$ cat config.mk
export PLATFORM = sky130hd
export DESIGN_NAME = serial_operand_feeder_flat
export DESIGN_NICKNAME = d
export VERILOG_FILES = /design/src/rtl/serial_operand_feeder_if.sv /design/src/rtl/serial_operand_feeder.sv /design/src/flat_wrapper.sv
export SDC_FILE = /design/constraint.sdc
export NUM_CORES = 1
export LEC_CHECK = 0
export CAP_MARGIN = 10
export CELL_PAD_IN_SITES_DETAIL_PLACEMENT = 1
export CELL_PAD_IN_SITES_GLOBAL_PLACEMENT = 1
export CORE_MARGIN = 3
export CORE_UTILIZATION = 42
export DETAILED_ROUTE_END_ITERATION = 7
export PLACE_DENSITY = 0.85
export SETUP_SLACK_MARGIN = 0.3
export SYNTH_ARGS = -nofsm -noshare
export SYNTH_HDL_FRONTEND = slang
export SYNTH_SLANG_ARGS = --single-unit
export TNS_END_PERCENT = 20
$ cat constraint.sdc
create_clock -name clk -period 2.1 [get_ports clk]
set_input_delay 0.21 -clock clk [delete_from_list [all_inputs] [get_ports clk]]
set_output_delay 0.21 -clock clk [all_outputs]
set_load 0.02 [all_outputs]
$ cat src/rtl/serial_operand_feeder_if.sv
// serial_operand_feeder_if
//   Bundles the operand handshake and the serial bit-pair stream of the
//   serial operand feeder.
//   master : upstream producer side (drives in_valid/in_a/in_b, observes the rest)
//   slave  : the feeder itself
//   Signals:
//     in_valid, in_ready, in_a, in_b  - operand pair handshake
//     adder_clr                       - clear pulse for the serial adder carry
//     ser_a, ser_b, ser_valid         - serial bit pair, LSB first
//     ser_first, ser_last             - frame boundary markers
//     busy, done                      - operation status
interface serial_operand_feeder_if #(
  parameter int WIDTH = 8
);
  logic             in_valid;
  logic             in_ready;
  logic [WIDTH-1:0] in_a;
  logic [WIDTH-1:0] in_b;
  logic             adder_clr;
  logic             ser_a;
  logic             ser_b;
  logic             ser_valid;
  logic             ser_first;
  logic             ser_last;
  logic             busy;
  logic             done;

  modport master (
    output in_valid, in_a, in_b,
    input  in_ready, adder_clr, ser_a, ser_b, ser_valid,
           ser_first, ser_last, busy, done
  );

  modport slave (
    input  in_valid, in_a, in_b,
    output in_ready, adder_clr, ser_a, ser_b, ser_valid,
           ser_first, ser_last, busy, done
  );
endinterface

$ cat src/rtl/serial_operand_feeder.sv
// serial_operand_feeder
//   Upstream stage of the bit-serial adder. Accepts a WIDTH-bit operand pair
//   through a valid/ready handshake, pulses adder_clr for one cycle, then
//   streams the operands LSB first one bit pair per clock, optionally followed
//   by FLUSH zero pad pairs so the final carry shows up in the sum stream.
//   Ports:
//     clk    - rising-edge clock
//     reset  - asynchronous, active-high reset
//     bus    - serial_operand_feeder_if slave modport (handshake + serial stream)
//   Every output except in_ready is registered; in_ready is decoded from the
//   IDLE state.
module serial_operand_feeder #(
  parameter int WIDTH = 8,
  parameter int FLUSH = 1
) (
  input  logic                    clk,
  input  logic                    reset,
  serial_operand_feeder_if.slave  bus
);

  localparam int CNT_W = $clog2(WIDTH);
  localparam logic [CNT_W-1:0] CNT_LAST   = CNT_W'(WIDTH - 1);
  localparam logic [CNT_W-1:0] CNT_PENULT = CNT_W'(WIDTH - 2);

  typedef enum logic [2:0] {
    IDLE  = 3'd0,
    CLR   = 3'd1,
    SHIFT = 3'd2,
    PAD   = 3'd3,
    DONE  = 3'd4
  } state_t;

  state_t             state_q, state_d;
  logic [CNT_W-1:0]   cnt_q, cnt_d;
  logic [WIDTH-1:0]   sh_a_q, sh_a_d;
  logic [WIDTH-1:0]   sh_b_q, sh_b_d;
  logic               adder_clr_q, adder_clr_d;
  logic               ser_a_q, ser_a_d;
  logic               ser_b_q, ser_b_d;
  logic               ser_valid_q, ser_valid_d;
  logic               ser_first_q, ser_first_d;
  logic               ser_last_q, ser_last_d;
  logic               busy_q, busy_d;
  logic               done_q, done_d;

  // The output registers are loaded with the values belonging to the state
  // being entered, so each output lines up with its state cycle while staying
  // glitch-free. The shift registers advance whenever a bit is emitted, so
  // sh_*_q[0] always holds the next bit to send.
  always_comb begin
    state_d     = state_q;
    cnt_d       = cnt_q;
    sh_a_d      = sh_a_q;
    sh_b_d      = sh_b_q;
    adder_clr_d = 1'b0;
    ser_a_d     = 1'b0;
    ser_b_d     = 1'b0;
    ser_valid_d = 1'b0;
    ser_first_d = 1'b0;
    ser_last_d  = 1'b0;
    done_d      = 1'b0;

    case (state_q)
      IDLE: begin
        if (bus.in_valid) begin
          sh_a_d      = bus.in_a;
          sh_b_d      = bus.in_b;
          adder_clr_d = 1'b1;
          state_d     = CLR;
        end
      end

      CLR: begin
        cnt_d       = '0;
        ser_a_d     = sh_a_q[0];
        ser_b_d     = sh_b_q[0];
        ser_valid_d = 1'b1;
        ser_first_d = 1'b1;
        sh_a_d      = sh_a_q >> 1;
        sh_b_d      = sh_b_q >> 1;
        state_d     = SHIFT;
      end

      SHIFT: begin
        if (cnt_q == CNT_LAST) begin
          if (FLUSH != 0) begin
            ser_valid_d = 1'b1;
            ser_last_d  = 1'b1;
            state_d     = PAD;
          end else begin
            done_d  = 1'b1;
            state_d = DONE;
          end
        end else begin
          cnt_d       = cnt_q + CNT_W'(1);
          ser_a_d     = sh_a_q[0];
          ser_b_d     = sh_b_q[0];
          ser_valid_d = 1'b1;
          // Without padding the operand MSB closes the frame.
          ser_last_d  = (FLUSH == 0) && (cnt_q == CNT_PENULT);
          sh_a_d      = sh_a_q >> 1;
          sh_b_d      = sh_b_q >> 1;
        end
      end

      PAD: begin
        done_d  = 1'b1;
        state_d = DONE;
      end

      DONE: begin
        state_d = IDLE;
      end

      default: begin
        state_d = IDLE;
      end
    endcase

    busy_d = (state_d != IDLE);
  end

  // All state and output registers; reset returns everything to an idle,
  // all-zero frame and drops any captured operands.
  always_ff @(posedge clk or posedge reset) begin
    if (reset) begin
      state_q     <= IDLE;
      cnt_q       <= '0;
      sh_a_q      <= '0;
      sh_b_q      <= '0;
      adder_clr_q <= 1'b0;
      ser_a_q     <= 1'b0;
      ser_b_q     <= 1'b0;
      ser_valid_q <= 1'b0;
      ser_first_q <= 1'b0;
      ser_last_q  <= 1'b0;
      busy_q      <= 1'b0;
      done_q      <= 1'b0;
    end else begin
      state_q     <= state_d;
      cnt_q       <= cnt_d;
      sh_a_q      <= sh_a_d;
      sh_b_q      <= sh_b_d;
      adder_clr_q <= adder_clr_d;
      ser_a_q     <= ser_a_d;
      ser_b_q     <= ser_b_d;
      ser_valid_q <= ser_valid_d;
      ser_first_q <= ser_first_d;
      ser_last_q  <= ser_last_d;
      busy_q      <= busy_d;
      done_q      <= done_d;
    end
  end

  assign bus.in_ready  = (state_q == IDLE);
  assign bus.adder_clr = adder_clr_q;
  assign bus.ser_a     = ser_a_q;
  assign bus.ser_b     = ser_b_q;
  assign bus.ser_valid = ser_valid_q;
  assign bus.ser_first = ser_first_q;
  assign bus.ser_last  = ser_last_q;
  assign bus.busy      = busy_q;
  assign bus.done      = done_q;

endmodule

$ cat src/flat_wrapper.sv
// flat-port wrapper written by rule: the top's interface ports become plain ports
module serial_operand_feeder_flat 
#(
  parameter int WIDTH = 8,
  parameter int FLUSH = 1
)
  (clk, reset, bus_in_valid, bus_in_a, bus_in_b, bus_in_ready, bus_adder_clr, bus_ser_a, bus_ser_b, bus_ser_valid, bus_ser_first, bus_ser_last, bus_busy, bus_done);
  serial_operand_feeder_if #(.WIDTH(WIDTH)) bus_i ();
  input  logic clk;
  input  logic reset;
  input wire logic [$bits(bus_i.in_valid)-1:0] bus_in_valid;
  input wire logic [$bits(bus_i.in_a)-1:0] bus_in_a;
  input wire logic [$bits(bus_i.in_b)-1:0] bus_in_b;
  output wire logic [$bits(bus_i.in_ready)-1:0] bus_in_ready;
  output wire logic [$bits(bus_i.adder_clr)-1:0] bus_adder_clr;
  output wire logic [$bits(bus_i.ser_a)-1:0] bus_ser_a;
  output wire logic [$bits(bus_i.ser_b)-1:0] bus_ser_b;
  output wire logic [$bits(bus_i.ser_valid)-1:0] bus_ser_valid;
  output wire logic [$bits(bus_i.ser_first)-1:0] bus_ser_first;
  output wire logic [$bits(bus_i.ser_last)-1:0] bus_ser_last;
  output wire logic [$bits(bus_i.busy)-1:0] bus_busy;
  output wire logic [$bits(bus_i.done)-1:0] bus_done;
  assign bus_i.in_valid = bus_in_valid;
  assign bus_i.in_a = bus_in_a;
  assign bus_i.in_b = bus_in_b;
  assign bus_in_ready = bus_i.in_ready;
  assign bus_adder_clr = bus_i.adder_clr;
  assign bus_ser_a = bus_i.ser_a;
  assign bus_ser_b = bus_i.ser_b;
  assign bus_ser_valid = bus_i.ser_valid;
  assign bus_ser_first = bus_i.ser_first;
  assign bus_ser_last = bus_i.ser_last;
  assign bus_busy = bus_i.busy;
  assign bus_done = bus_i.done;
  serial_operand_feeder #(.WIDTH(WIDTH), .FLUSH(FLUSH)) u_core (.clk(clk), .reset(reset), .bus(bus_i));
endmodule
==> results of run 1 <==
## where the power goes
group	switching, uW	internal (uW)	total (uW)
Combinational	1230	1270	2500
Clock	220	264	484
Sequential	244	849	1090
Total	1690	2390	4080
## repair_timing
action / 4_1_cts / 5_1_grt
setup buffers: 1 / 3
gates cloned: 0 / 1
gates resized for setup: 9 / 5
endpoints found under the setup margin: 18 / 18
pin swaps: 0 / 2
## cell families (layout without fill, tap and decap cells)
group / after synthesis / after routing / share of synthesized area, %
AOI/OAI and AO/OA: 55 / 55 / 35.51
DFF: 30 / 30 / 47.24
and+or+nand+nor: 18 / 18 / 6.535
buffers and inverters: 16 / 50 / 5.905
adders and majority gates: 3 / 3 / 2.362
xor gates and xnor gates: 2 / 2 / 1.103
muxes: 2 / 2 / 1.339
## cells in the mapped netlist
| master | count | share of area, % |
|---|---|---|
| dfrtp_1 | 30 | 47 |
| o21ai_0 | 14 | 4.4 |
| a221oi_2 | 10 | 9.4 |
| a2bb2oi_2 | 10 | 9.4 |
| a22o_1 | 7 | 3.9 |
| clkbuf_1 | 6 | 1.4 |
| nor3_1 | 5 | 1.6 |
| a221oi_1 | 4 | 2.2 |
| a2bb2oi_1 | 4 | 2.2 |
| buf_6 | 4 | 2.8 |
| nor2_1 | 4 | 0.94 |
| buf_2 | 3 | 0.94 |
| ha_1 | 3 | 2.4 |
| and3b_1 | 2 | 1.1 |
| buf_1 | 2 | 0.47 |
| nand2b_1 | 2 | 0.79 |
| nor3b_1 | 2 | 0.94 |
| a211oi_2 | 1 | 0.79 |
| a21o_1 | 1 | 0.47 |
| a21oi_4 | 1 | 1.0 |
| inv_1 | 1 | 0.24 |
| mux2_2 | 1 | 0.71 |
| mux2i_1 | 1 | 0.63 |
| nand2_1 | 1 | 0.24 |
| nor2b_1 | 1 | 0.39 |
| o21a_1 | 1 | 0.47 |
| o21bai_1 | 1 | 0.47 |
| o21bai_2 | 1 | 0.71 |
| or3b_1 | 1 | 0.55 |
| xnor2_1 | 1 | 0.55 |
| xor2_1 | 1 | 0.55 |
## routing by layer
layer | vias up | track usage, %
met2 | 28 | 33.17
met5 | - | 0
li1 | 554 | -
met4 | 0 | 8.608
met3 | 10 | 6.156
met1 | 646 | 24.79
## layout by cell type (no fill, tap or decap), types with 2 or more instances in the layout
cell type / instances
dfrtp_1: 30
nor2_1: 4
buf_4: 11
a2bb2oi_1: 3
a2bb2oi_2: 11
nor3b_1: 2
a22o_1: 7
a221oi_2: 11
a221oi_4: 2
ha_4: 2
nor3_1: 5
and3b_1: 2
clkdlybuf4s50_1: 26
clkbuf_8: 6
nand2b_1: 2
o21ai_0: 14
## state kept, by name, indices dropped and copies added, names as in the netlist, 3 cells and up
register / cells
u_core.sh_a_q: 8
u_core.sh_b_q: 8
u_core.cnt_q: 3
u_core.state_q: 3
## tightest hold or removal path, delay by kind of cell
family	cells	cell delay, ns
buffers and inverters	3	0.80
## final cells by class
type	instances	share of cell area, %
sequential	30	35.11
inverter	1	0.1755
timing repair buffer	41	19.08
clock buffer	7	4.037
clock inverter	1	0.2341
tap	46	2.692
multi-input combinational	80	38.68
## worst max path at each step
stage                               start               end  slack [ns]  depth (start not counted)
final                     u_core.cnt_q[0]  u_core.sh_a_q[0]        0.20                          6
after global routing      u_core.cnt_q[0]  u_core.sh_b_q[1]        0.16                          6
after CTS                 u_core.cnt_q[0]  u_core.sh_a_q[4]        0.20                          6
after detailed placement     bus_in_valid  u_core.sh_b_q[3]       -0.02                          5
after global placement       bus_in_valid  u_core.sh_b_q[4]        0.05                          5
after floorplan           u_core.cnt_q[0]  u_core.sh_a_q[0]        0.26                          7
## through the flow
step	cells	hold WS [ns]	area (sq um)	setup slack, ns
6_report	206	0.3127	2138	0.1973
5_1_grt	206	0.3427	2138	0.1568
4_1_cts	202	0.3212	2051	0.1985
3_5_place_dp	193	0.5192	1909	-0.02494
3_3_place_gp	193	0.5128	1909	0.05414
2_1_floorplan	126	0.3008	1608	0.2602
==> impl_metrics.json, run 1 <==
{
  "outcome": "complete, no violations",
  "timing.setup.critical_path_class": "reg -> reg",
  "synthCells": 126,
  "cts-hold-fix-buffers": 0,
  "vias_in_the_first_global_route": 1268,
  "multi_input_comb_area_sq_um": 827.0,
  "worst_hold_path_class": "in -> async",
  "dieHeight_microns": 67.51,
  "wl_per_cell_microns": 21.48,
  "cts_inserted_buffers": 5,
  "worstPathRequired_ns": 2.26,
  "yosysWarnings": 0,
  "cts_buffer_depth": 2,
  "place_congestion": 0.7584,
  "r2r_start": "u_core.cnt_q[0]",
  "cp.arrival_ns": 2.06,
  "drtAntennaViolNets": 0,
  "critPathCaptureType": "flop",
  "yosysSeqAreaShare_pct": 47.24,
  "length_of_routed_met2_wiring_microns": 2270,
  "portBuffers": 27,
  "die-area_sq_mm": 0.004558,
  "placementRows": 21,
  "category_of_cells_accounting_for_the_largest_share_of_critical_path_delay": "simple AND/OR/NAND/NOR gates",
  "period_needed_ns": 1.903,
  "drt_drc": 0,
  "syn-mean-instance-area_sq_um": 12.61,
  "drt-initial-drc-count": 84,
  "vias_per_cell": 6.010,
  "critical-path-top-cell-by-count": "ha_4",
  "maxCapViolCount": 0,
  "post_route_cells_drive_above_1_share_pct": 32.50,
  "syn2layout_area_growth_pct": 34.57,
  "gr_usage_total_pct": 20.34,
  "h_tree_levels": 2,
  "crit_path_start_kind": "flop",
  "tritoncts_num_sinks": 30,
  "synth.ff_latch_count": 30,
  "reg2reg_depth": 6,
  "period_share_pct": 90.60,
  "max_clock_freq_mhz": 525.6,
  "hold_viol_final": 0,
  "worst-r2r-setup-slack_ns": 0.20,
  "cts_tree": "yes",
  "power-per-cell-area_mw_per_mm2": 1907,
  "global_route.overflow_total": 0,
  "crit_slowest_cell": "or3b_4",
  "worst_skew_pair.late_latency_ns": 0.29,
  "ios": 28,
  "critical_path.cell_chain": "ha_4 -> ha_4 -> or3b_4 -> clkbuf_16 -> a221oi_2 -> a2bb2oi_2",
  "cellLeakagePower_uw": 0.0008616,
  "grt_antenna_before_repair": 0,
  "unrepaired_setup_endpoints_after_global_routing": "true",
  "irDropWorstVdd_uv": 725.9,
  "ff_latch_area_sq_um": 750.7,
  "ys_types": 31,
  "start_util_pct": 45.47,
  "slew_headroom_pct": 51.88,
  "crit_buf_inv": 1,
  "num_vias": 1238,
  "detailed_place_hpwl_microns": 2440,
  "detail_route.wirelength_microns": 4425,
  "setup_viol": 0,
  "n_antenna_cell": 0,
  "r2r_end": "u_core.sh_a_q[0]",
  "wl_met1_microns": 1853,
  "report.power.total_uw": 4077,
  "cts.reportedPaths.clkPinSlew_ns": 0.07,
  "layout.nets": 181,
  "top_layer_used": "met4",
  "detail_route.first_pass.iterations": 4,
  "crit_path_max_fanout": 8,
  "synth.cell_area_sq_mm": 0.001589,
  "grt_pass1_wl_microns": 6672,
  "met3WireLength_microns": 180,
  "clock_skew_ns": 0.004454,
  "cpPeakStageDelay_ns": 0.42,
  "fillers": 353,
  "setup_total_negative_slack_ns": 0,
  "clock_tree.root_cell": "clkbuf_8",
  "dieWidth_microns": 67.51,
  "utilization_pct": 61.19,
  "grt_max_degree": 31,
  "syn_nets": 148,
  "core_region_area_sq_mm": 0.003495,
  "worstMarginPinSlew_ns": 0.7198,
  "slew_viol_final": 0
}
Power figures use the tool's default switching activity.
==> run 2, diff against run 1 <==
CORE_MARGIN = unset   (was 3)
==> run 2 against run 1 <==
  * First-iteration DRC count is the same
  * Sequential power is essentially flat
  * Global-route usage grew 2.0 points
  * Critical path depth is the same
  * Via count shrank 1.5%
  * Maximum frequency shrank 1.6%
  * Critical path type unchanged
  * Critical endpoint is now u_core.sh_b_q[6]
==> impl_metrics.json, run 2 (synthesis results as in run 1) <==
{
  "outcome": "complete, no violations",
  "dieWidth_microns": 63.51,
  "irDropWorstVdd_uv": 1021,
  "period_needed_ns": 1.934,
  "dieHeight_microns": 63.51,
  "global_route.overflow_total": 0,
  "period_share_pct": 92.10,
  "fillers": 342,
  "slew_headroom_pct": 43.56,
  "cp.arrival_ns": 2.10,
  "cellLeakagePower_uw": 0.0008886,
  "placementRows": 21,
  "drtAntennaViolNets": 0,
  "drt_drc": 0,
  "clock_skew_ns": 0.006967,
  "cts_tree": "yes",
  "detailed_place_hpwl_microns": 2668,
  "critPathCaptureType": "flop",
  "drt-initial-drc-count": 84,
  "portBuffers": 27,
  "detail_route.first_pass.iterations": 4,
  "dp_cells": 195,
  "report.power.total_uw": 4253,
  "finish.cell_count_without_fillers": 208,
  "cts_inserted_buffers": 5,
  "gr_usage_total_pct": 22.30,
  "start_util_pct": 45.82,
  "layout.cells.most_common_list": "30 x dfrtp_1, 26 x clkdlybuf4s50_1, 14 x o21ai_0, 14 x buf_4, 10 x a2bb2oi_2",
  "slew_viol_final": 0,
  "setup_viol": 0,
  "n_antenna_cell": 0,
  "clock_tree.root_cell": "clkbuf_8",
  "vias_in_the_first_global_route": 1305,
  "place_congestion": 0.7024,
  "cts_buffer_depth": 2,
  "worstMarginPinSlew_ns": 0.8444,
  "timing.setup.critical_path_class": "reg -> reg",
  "worst_skew_pair.late_latency_ns": 0.29,
  "tritoncts_num_sinks": 30,
  "power-per-cell-area_mw_per_mm2": 1947,
  "syn2layout_area_growth_pct": 37.48,
  "unrepaired_setup_endpoints_after_global_routing": "true",
  "reg_top3": "u_core.sh_a_q: 8 flops, u_core.sh_b_q: 8 flops",
  "wl_per_cell_microns": 21.36,
  "post_route_cells_drive_above_1_share_pct": 32.72,
  "ios": 28,
  "maxCapViolCount": 0,
  "cts.reportedPaths.clkPinSlew_ns": 0.07,
  "cts-hold-fix-buffers": 0,
  "crit_path_max_fanout": 8,
  "worstPathRequired_ns": 2.26,
  "layout.nets": 183,
  "num_vias": 1219,
  "max_clock_freq_mhz": 517.0,
  "worst_hold_path_class": "in -> async",
  "grt_antenna_before_repair": 0,
  "crit_path_start_kind": "flop",
  "h_tree_levels": 2,
  "vias_per_cell": 5.861,
  "core_region_area_sq_mm": 0.003468,
  "grt_max_degree": 31,
  "detail_route.wirelength_microns": 4443,
  "most_common_library_cell_in_the_layout_ignoring_fill_and_taps": "dfrtp_1",
  "hold_viol_final": 0,
  "die-area_sq_mm": 0.004034,
  "grt_pass1_wl_microns": 6617
}
==> run 2: changes by cell type in the layout (fill, tap and decap cells not counted), sizes merged <==
| cell | delta |
|---|---|
| buf | +2 |
==> run 2: report_power, final <==
| part | total (uW) | switching [uW] | internal, uW |
|---|---|---|---|
| clock | 489 | 225 | 264 |
| sequential | 1090 | 245 | 850 |
| combinational | 2670 | 1320 | 1350 |
==> run 2: timing repair <==
item / in CTS / in global routing
endpoints found under the setup margin: 18 / 17
gates resized for setup: 8 / 8
cloned: 0 / 1
pin swaps: 0 / 5
buffers inserted: 2 / 2
==> run 2: routing by layer <==
layer | global-route usage (%) | part of all wire (%) | vias up | routed length (microns)
li1 | - | - | 559 | -
met1 | 25.77 | 42 | 625 | 1859
met2 | 38.30 | 52 | 25 | 2328
met3 | 6.703 | 3.4 | 10 | 149
met4 | 8.523 | 2.4 | 0 | 106
met5 | 0 | 0 | - | 0
==> run 2: final cells by class <==
| type | count | area (sq um) | area share [%] |
|---|---|---|---|
| timing repair buffer | 43 | 419.2 | 19.19 |
| clock buffer | 7 | 86.33 | 3.952 |
| tap | 46 | 57.56 | 2.635 |
| sequential | 30 | 750.7 | 34.36 |
| clock inverter | 1 | 5.005 | 0.2291 |
| multi-input combinational | 80 | 862.1 | 39.46 |
| inverter | 1 | 3.754 | 0.1718 |
==> run 2: stage by stage <==
stage                     setup TNS [ns]  hold WS, ns  worst slack (ns)  utilization (%)  cell area, sq um
final                                  0       0.2945            0.1659            62.99              2185
after global routing                   0       0.3244            0.1160            62.99              2185
after CTS                              0       0.3025            0.1931            59.81              2074
after detailed placement         -0.2586       0.5263          -0.05009            55.48              1924
after global placement                 0       0.5112           0.03167            55.48              1924
after floorplan                        0       0.3008            0.2602                -              1608
==> run 2: worst paths after layout <==
kind | startpoint | slack (ns) | cells after the start | endpoint
max reg2reg | u_core.cnt_q[1] | 0.17 | 6 | u_core.sh_b_q[6]
max in group asynchronous | reset | 1.52 | 3 | u_core.sh_a_q[7]
min reg2reg | u_core.sh_b_q[0] | 0.54 | 1 | u_core.sh_b_q[0]
min | reset | 0.29 | 3 | u_core.bus.ser_last
min in group clk | bus_in_b[3] | 0.52 | 3 | u_core.sh_b_q[3]
max | u_core.cnt_q[1] | 0.17 | 6 | u_core.sh_b_q[6]
==> run 2: critical path, stage by stage, from the launching register on <==
cell	delay, ns
dfrtp_1	0.42
ha_4	0.19
ha_4	0.17
or3b_4	0.45
clkbuf_16	0.20
a221oi_2	0.28
a2bb2oi_2	0.09
